==> src/rtl/fpcvt_pkg.sv <==
// Shared types and constants for the packed-float / linear converter pair.
// Packed float word layout is {sign, exp[EXP_W-1:0], sig[SIG_W-1:0]}.
package fpcvt_pkg;

    localparam int FP_EXP_W = 3;
    localparam int FP_SIG_W = 4;
    localparam int FP_OUT_W = 12;

    // Bit positions of each field inside the packed float word
    localparam int PF_SIG_LSB  = 0;
    localparam int PF_EXP_LSB  = PF_SIG_LSB + FP_SIG_W;
    localparam int PF_SIGN_POS = PF_EXP_LSB + FP_EXP_W;

    typedef enum logic [1:0] {
        IDLE  = 2'd0,
        SHIFT = 2'd1,
        SIGN  = 2'd2,
        HOLD  = 2'd3
    } state_t;

endpackage

==> src/rtl/fp_decode_sign_restore.sv <==
// Combinational sign restore: magnitude plus sign bit to two's complement.
// A negative sign on a zero magnitude yields plain zero.
module sign_restore #(
    parameter int W = 12
) (
    input  logic         i_sgn,
    input  logic [W-1:0] i_mag,
    output logic [W-1:0] o_val
);

    assign o_val = (i_sgn && (i_mag != '0)) ? (~i_mag + W'(1)) : i_mag;

endmodule

==> src/rtl/fp_decode.sv <==
// Packed float {sign, exp, sig} to two's-complement linear decoder.
// FP_DECODE_FAST_EN selects a single-cycle barrel shift instead of the serial shifter.
module fp_decode
    import fpcvt_pkg::*;
#(
    parameter int EXP_W = FP_EXP_W,
    parameter int SIG_W = FP_SIG_W,
    parameter int OUT_W = FP_OUT_W
) (
    input  logic             clk,
    input  logic             rst,
    input  logic             in_valid,
    output logic             in_ready,
    input  logic             in_sign,
    input  logic [EXP_W-1:0] in_exp,
    input  logic [SIG_W-1:0] in_sig,
    output logic             out_valid,
    input  logic             out_ready,
    output logic [OUT_W-1:0] out_data,
    output logic             busy
);

    state_t             r_state, w_state_next;
    logic [OUT_W-1:0]   r_out_data, w_out_data_next;
    logic               w_sr_sgn;
    logic [OUT_W-1:0]   w_sr_mag;
    logic [OUT_W-1:0]   w_sr_val;

`ifndef FP_DECODE_FAST_EN
    logic [OUT_W-1:0]   r_mag, w_mag_next;
    logic [EXP_W-1:0]   r_cnt, w_cnt_next;
    logic               r_sgn, w_sgn_next;

    assign w_sr_sgn = r_sgn;
    assign w_sr_mag = r_mag;
`else
    assign w_sr_sgn = in_sign;
    assign w_sr_mag = OUT_W'(in_sig) << in_exp;
`endif

    sign_restore #(.W(OUT_W)) u_sign_restore (
        .i_sgn (w_sr_sgn),
        .i_mag (w_sr_mag),
        .o_val (w_sr_val)
    );

    assign in_ready  = (r_state == IDLE);
    assign out_valid = (r_state == HOLD);
    assign busy      = (r_state != IDLE);
    assign out_data  = r_out_data;

    always_comb begin
        w_state_next    = r_state;
        w_out_data_next = r_out_data;
`ifndef FP_DECODE_FAST_EN
        w_mag_next      = r_mag;
        w_cnt_next      = r_cnt;
        w_sgn_next      = r_sgn;
`endif
        case (r_state)
            IDLE: begin
                if (in_valid) begin
`ifdef FP_DECODE_FAST_EN
                    w_out_data_next = w_sr_val;
                    w_state_next    = HOLD;
`else
                    w_mag_next   = OUT_W'(in_sig);
                    w_cnt_next   = in_exp;
                    w_sgn_next   = in_sign;
                    w_state_next = (in_exp != '0) ? SHIFT : SIGN;
`endif
                end
            end
`ifndef FP_DECODE_FAST_EN
            SHIFT: begin
                // cnt==1 marks the last shift; the magnitude never overflows OUT_W
                w_mag_next = r_mag << 1;
                w_cnt_next = r_cnt - EXP_W'(1);
                if (r_cnt == EXP_W'(1)) begin
                    w_state_next = SIGN;
                end
            end
            SIGN: begin
                w_out_data_next = w_sr_val;
                w_state_next    = HOLD;
            end
`endif
            HOLD: begin
                if (out_ready) begin
                    w_state_next = IDLE;
                end
            end
            default: begin
                w_state_next = IDLE;
            end
        endcase
    end

    always_ff @(posedge clk) begin
        if (rst) begin
            r_state    <= IDLE;
            r_out_data <= '0;
`ifndef FP_DECODE_FAST_EN
            r_mag      <= '0;
            r_cnt      <= '0;
            r_sgn      <= 1'b0;
`endif
        end else begin
            r_state    <= w_state_next;
            r_out_data <= w_out_data_next;
`ifndef FP_DECODE_FAST_EN
            r_mag      <= w_mag_next;
            r_cnt      <= w_cnt_next;
            r_sgn      <= w_sgn_next;
`endif
        end
    end

endmodule
==> config.mk <==
export PLATFORM = sky130hd
export DESIGN_NAME = fp_decode
export DESIGN_NICKNAME = d
export VERILOG_FILES = /design/src/rtl/fpcvt_pkg.sv /design/src/rtl/fp_decode_sign_restore.sv /design/src/rtl/fp_decode.sv
export SDC_FILE = /design/constraint.sdc
export NUM_CORES = 1
export LEC_CHECK = 0
export BUFFER_PORTS_ARGS = -buffer_cell sky130_fd_sc_hd__buf_4
export CAP_MARGIN = 10
export CORE_MARGIN = 8
export CORE_UTILIZATION = 55
export DETAILED_ROUTE_END_ITERATION = 8
export PLACE_DENSITY = 0.78
export SLEW_MARGIN = 40
export SYNTH_ARGS = -nofsm -noshare
export SYNTH_HDL_FRONTEND = slang
export SYNTH_SLANG_ARGS = --single-unit
export TNS_END_PERCENT = 5
==> constraint.sdc <==
create_clock -name clk -period 2.15 [get_ports clk]
set_input_delay 0.645 -clock clk [delete_from_list [all_inputs] [get_ports clk]]
set_output_delay 0.645 -clock clk [all_outputs]
set_load 0.005 [all_outputs]
# --- Word-level counts from Yosys, hierarchy flattened ---
# Index checks and enable logic that the tools add are counted.
op_classes:
  bitwise: 1
  addsub: 2
  n_reduce_logical: 9
  muxes: 10
  n_eq_ne: 7
ops:
  columns: ["op", "count"]
  rows:
  - ["12-bit 2-to-1 mux", 2]
  - ["12-bit case mux with 2 select lines", 1]
  - ["12-bit by 1-bit adder with 12-bit output (second input constant)", 1]
  - ["12-bit inverter", 1]
  - ["12-bit nonzero test", 1]
  - ["2-bit 2-to-1 mux", 4]
  - ["2-bit case mux with 4 select lines", 1]
  - ["3-bit case mux with 2 select lines", 1]
  - ["2-bit equality test (second input constant)", 2]
  - ["2-bit inequality test (second input constant)", 2]
  - ["2-bit AND reduction", 2]
  - ["2-bit nonzero test", 2]
  - ["3-bit by 1-bit equality test with 1-bit output (second input constant)", 1]
  - ["3-bit 2-to-1 mux", 1]
  - ["3-bit AND reduction", 1]
  - ["3-bit nonzero test", 1]
  - ["3-bit by 1-bit subtractor with 3-bit output (second input constant)", 1]
  - ["2-bit by 1-bit equality test with 1-bit output (second input constant)", 1]
  - ["2-bit logical NOT", 1]
  - ["2-bit by 1-bit inequality test with 1-bit output (second input constant)", 1]
  - ["1-bit logical AND", 1]
totals:
  elab_cells: 34
  output_inout_bits: 15
  regBits: 30
  input_bits: 12

# --- Depth between registers and ports, before layout ---
depth:
  word_depth: 4
  depth_mapped: 7
  ltp_nobuf: 6

# --- Cells and area by module ---
# A second synthesis with hierarchy kept.
unflattened:
  cells_unflattened: 179
  area_unflattened_um2: 1595.3
modules_own_cells:
  columns: ["mod", "instances", "cells_each", "area_per_inst_um2"]
  rows:
  - ["fp_decode", 1, 137, 1303.8]
  - ["sign_restore", 1, 42, 291.5]

# --- Worst setup path after synthesis ---
# Ideal clock, no wire load.
synth_path:
  path_kind: "register to register"
  from: "reg r_mag[2]"
  to: "reg r_out_data[1], in the netlist out_data[1]"
  n_path_buf: 2
  setup_slack_ns: 0.219
  synth_period_minus_slack_ns: 1.931
  path_stages_with_launch: 7
  arrival_time_ns: 1.795
  t_required_ns: 2.014
  cell_sequence: "dfxtp_1 > or4_1 > buf_6 > o41ai_4 > buf_6 > mux2i_1 > a211oi_2"
synth_via:
  elab_chain_len: 3
synth_lines:
  columns: ["item", "line", "rtl"]
  rows:
  - ["start: declaration", "fp_decode.sv:30", "logic [OUT_W-1:0] r_mag, w_mag_next;"]
  - ["start signal: assignment", "fp_decode.sv:112", "r_mag <= w_mag_next;"]
  - ["12-bit nonzero test", "fp_decode_sign_restore.sv:11", "assign o_val = (i_sgn && (i_mag != '0)) ? (~i_mag + W'(1)) : i_mag;"]
  - ["1-bit logical AND", "fp_decode_sign_restore.sv:11", null]
  - ["12-bit 2-to-1 mux", "fp_decode_sign_restore.sv:11", null]
  - ["end signal: assignment", "fp_decode.sv:110", "r_out_data <= w_out_data_next;"]
  - ["end: declaration", "fp_decode.sv:24", "logic [OUT_W-1:0] r_out_data, w_out_data_next;"]
# No other way between the ends.
# A chain may end at the register's enable or synchronous reset.

# --- Final worst setup path ---
layout_path:
  from: "reg r_mag[8]"
  to: "reg r_out_data[4], in the netlist out_data[4]"
# The elaborated chain is that of the path after synthesis.

==> results.py <==
metrics = {
    "run_status": {
        "status": "finished, final reports clean",
    },
    "sta": {
        "final.min_clock_period_ps": 1984,
        "timing.slew.headroom": 0.6264,
        "max_fclk_ghz": 0.5041,
        "timing.final.crit_share": 0.9227,
        "finalHoldViolations": 0,
        "fin_skew_ps": 10.25,
        "max_slew_vio_count": 0,
        "grt_setup_unrepaired": "false",
        "fin_tns_setup_ps": 0,
        "setup-violations-final": 0,
        "max_slew.worst_pin.slew_ps": 558.3,
    },
    "worst_setup_path": {
        "worstSetupEndpointType": "register",
        "timing.critical_path.from_type": "register",
        "r2r_cells": 5,
        "setup.reg_to_reg.worst_slack_ps": 170,
        "worst-setup-path-type": "register to register",
        "crit_arrival_ps": 2220,
        "timing.critical_path.required_ps": 2380,
        "crit_fanout": 11,
    },
    "clock_network": {
        "clk_pin_slew_worst_paths_ps": 100,
        "clock_insertion_delay_worst_skew_ps": 330,
        "root_buffer": "sky130_fd_sc_hd__clkbuf_4",
        "cts_tree": "yes",
        "cts_num_sinks": 30,
        "postCtsResizedCells": 0,
        "count_of_h_tree_levels_built_during_cts": 2,
        "postCtsSetupBuffers": 0,
        "hold_buffers": 0,
        "clock_buffers_created_by_tritoncts": 5,
        "clockBufferDepth": 2,
    },
    "yosys": {
        "synth_cell_type_count": 38,
        "synthesis.instances": 179,
        "synthesis.area_per_instance_sq_um": 8.744,
        "yosys_warnings": 0,
        "synth.yosys.seq_area_share": 0.3837,
        "synth_top_cell_by_area": "sky130_fd_sc_hd__dfxtp_1",
        "synthDominantCellAreaShare": 0.3837,
        "synth.top_cells.by_area": "sky130_fd_sc_hd__dfxtp_1 (38%), sky130_fd_sc_hd__nor2_1 (7.0%), sky130_fd_sc_hd__ha_1 (6.4%), sky130_fd_sc_hd__a211oi_1 (3.8%), sky130_fd_sc_hd__a22oi_1 (3.8%)",
        "synth_register_bits": 30,
        "mappedNetlistArea_sq_um": 1565,
        "synthesis.nets": 199,
    },
    "floorplan": {
        "ioPinCount": 27,
        "core_region_area_sq_um": 2734,
        "die_w_microns": 69.35,
        "number_of_core_rows": 19,
        "die_area_sq_um": 4809,
        "starting_utilization_of_the_core_area": 0.5725,
        "die_height_microns": 69.35,
    },
    "placed_design": {
        "place.gp.congestion": 0.9153,
        "placement.io_buffers": 26,
        "detailed_place_hpwl_microns": 2573,
        "dp_cells": 236,
        "placed_inst_area_sq_um": 1822,
    },
    "pwr": {
        "logic_gate_share_of_total_power": 0.494,
        "total_leakage_power_uw": 0.0007864,
        "power_switching_share": 0.3879,
        "p_total_uw": 2357,
        "net_switching_power_uw": 914.1,
        "clk_pwr_share": 0.176,
        "vdd_ir_drop_max_mv": 0.9927,
        "sequentialPowerShare": 0.330,
        "internal_power_uw": 1442,
        "cellPowerDensity_nw_per_um2": 1240,
    },
    "min_path": {
        "hp-class": "register to register",
        "worst_hold_path.num_cells": 2,
    },
    "finish": {
        "ant_cells": 0,
        "layout-drive-gt1-share": 0.2582,
        "final_design_area_no_fill_sq_um": 1901,
        "mostFrequentLayoutCell": "sky130_fd_sc_hd__buf_4",
        "post-route-util": 0.6952,
        "synthToLayoutAreaGrowth_pct": 21.42,
        "finalNonFillerCells": 244,
        "most-common-layout-cells": "sky130_fd_sc_hd__buf_4 (36), sky130_fd_sc_hd__dfxtp_1 (30), sky130_fd_sc_hd__nor2_1 (29)",
        "final_net_count": 232,
    },
    "flow_run": {
        "maxCapViolCount": 0,
    },
    "global_routing": {
        "number_of_global_route_vias_before_repair": 1338,
        "global_route.usage.total": 0.1465,
        "overflow": 0,
        "grt_antenna_before_repair": 0,
        "grt_start_max_net_pins": 31,
        "grt_pass1_wl_microns": 5989,
    },
    "drt": {
        "drt_first_iter_violations": 112,
        "drtPass1Iterations": 4,
        "routed_wire_length_per_instance_microns": 14.36,
        "drc": 0,
        "via_per_inst": 5.680,
        "totalWireLength_microns": 3503,
        "postRouteAntennaNets": 0,
        "num_vias": 1386,
    },
}
==> final cells by class <==
type | count | area [sq um]
inverters | 10 | 37.54
repair buffers | 36 | 270.3
multi-input cells | 129 | 874.6
fillers | 220 | 833.3
flip-flops and latches | 30 | 600.6
clock buffers | 8 | 78.83
well taps | 31 | 38.79
==> critical path, cell delays in order (launching register included) <==
cell	delay [ps]
sky130_fd_sc_hd__dfxtp_1	370
sky130_fd_sc_hd__or4_1	620
sky130_fd_sc_hd__o41ai_4	320
sky130_fd_sc_hd__buf_4	220
sky130_fd_sc_hd__o21ai_1	80
sky130_fd_sc_hd__a311oi_1	270
==> logic make-up after synthesis <==
| logic type | after synthesis | share of synthesized area |
|---|---|---|
| adders and majority gates | 8 | 0.06395 |
| buffers and inverters | 20 | 0.05756 |
| DFF | 30 | 0.3837 |
| and+or+nand+nor | 62 | 0.1958 |
| muxes | 5 | 0.03198 |
| AOI/OAI and AO/OA | 50 | 0.2446 |
| xor gates and xnor gates | 4 | 0.02239 |
==> layer usage <==
metal  wire length, microns  track usage  part of all wire  vias up
met5                      0            0                 0        -
met4                     53      0.05695             0.015        0
met3                    202      0.05150             0.058        6
met2                   1580       0.2387              0.45       32
met1                   1667       0.1707              0.48      631
li1                       -            -                 -      717
==> Yosys cell counts <==
cell	number
sky130_fd_sc_hd__a211oi_1	8
sky130_fd_sc_hd__a211oi_2	1
sky130_fd_sc_hd__a21oi_1	6
sky130_fd_sc_hd__a221oi_1	1
sky130_fd_sc_hd__a22oi_1	8
sky130_fd_sc_hd__a311oi_1	5
sky130_fd_sc_hd__a311oi_2	1
sky130_fd_sc_hd__and2_1	1
sky130_fd_sc_hd__buf_1	1
sky130_fd_sc_hd__buf_6	2
sky130_fd_sc_hd__clkbuf_1	7
sky130_fd_sc_hd__dfxtp_1	30
sky130_fd_sc_hd__ha_1	8
sky130_fd_sc_hd__inv_1	10
sky130_fd_sc_hd__mux2i_1	5
sky130_fd_sc_hd__nand2_1	7
sky130_fd_sc_hd__nand2b_1	5
sky130_fd_sc_hd__nand3_1	2
sky130_fd_sc_hd__nand4b_1	1
sky130_fd_sc_hd__nor2_1	29
sky130_fd_sc_hd__nor2b_1	4
sky130_fd_sc_hd__nor3_1	2
sky130_fd_sc_hd__nor4_1	1
sky130_fd_sc_hd__o211ai_1	3
sky130_fd_sc_hd__o21ai_0	5
sky130_fd_sc_hd__o21ai_1	5
sky130_fd_sc_hd__o21ba_2	1
sky130_fd_sc_hd__o22ai_1	1
sky130_fd_sc_hd__o311ai_0	1
sky130_fd_sc_hd__o31ai_1	2
sky130_fd_sc_hd__o41a_2	1
sky130_fd_sc_hd__o41ai_4	1
sky130_fd_sc_hd__or3_1	2
sky130_fd_sc_hd__or3_2	5
sky130_fd_sc_hd__or4_1	2
sky130_fd_sc_hd__or4_2	1
sky130_fd_sc_hd__xnor2_1	1
sky130_fd_sc_hd__xor2_1	3
==> final timing paths <==
| check | to | startpoint |
|---|---|---|
| max | out_data[4] | r_mag[8] |
| min | r_cnt[1] | r_cnt[1] |
| max reg2reg | out_data[4] | r_mag[8] |
| min reg2reg | r_cnt[1] | r_cnt[1] |
==> through the flow <==
step / setup slack, ps / hold WS (ps)
after global routing: 38.60 / 483.0
after global placement: 262.9 / 442.5
after detailed placement: 187.3 / 443.8
after floorplan: 219.3 / 431.9
after CTS: 147.0 / 457.8
final: 166.2 / 457.3
==> registers in the layout (all words and copies together) (netlist names) <==
name	count
out_data	12
r_cnt	3
r_mag	12
r_state	2
r_sgn	1
==> power groups by stage <==
stage / logic, uW / clock network (uW) / registers (uW)
6_report: 1160 / 415 / 778
2_1_floorplan: 783 / 0 / 801
3_3_place_gp: 1130 / 0 / 777
3_5_place_dp: 1160 / 0 / 789
4_1_cts: 1170 / 420 / 777
5_1_grt: 1300 / 443 / 794
No activity file was read; power rests on OpenSTA's default activity.
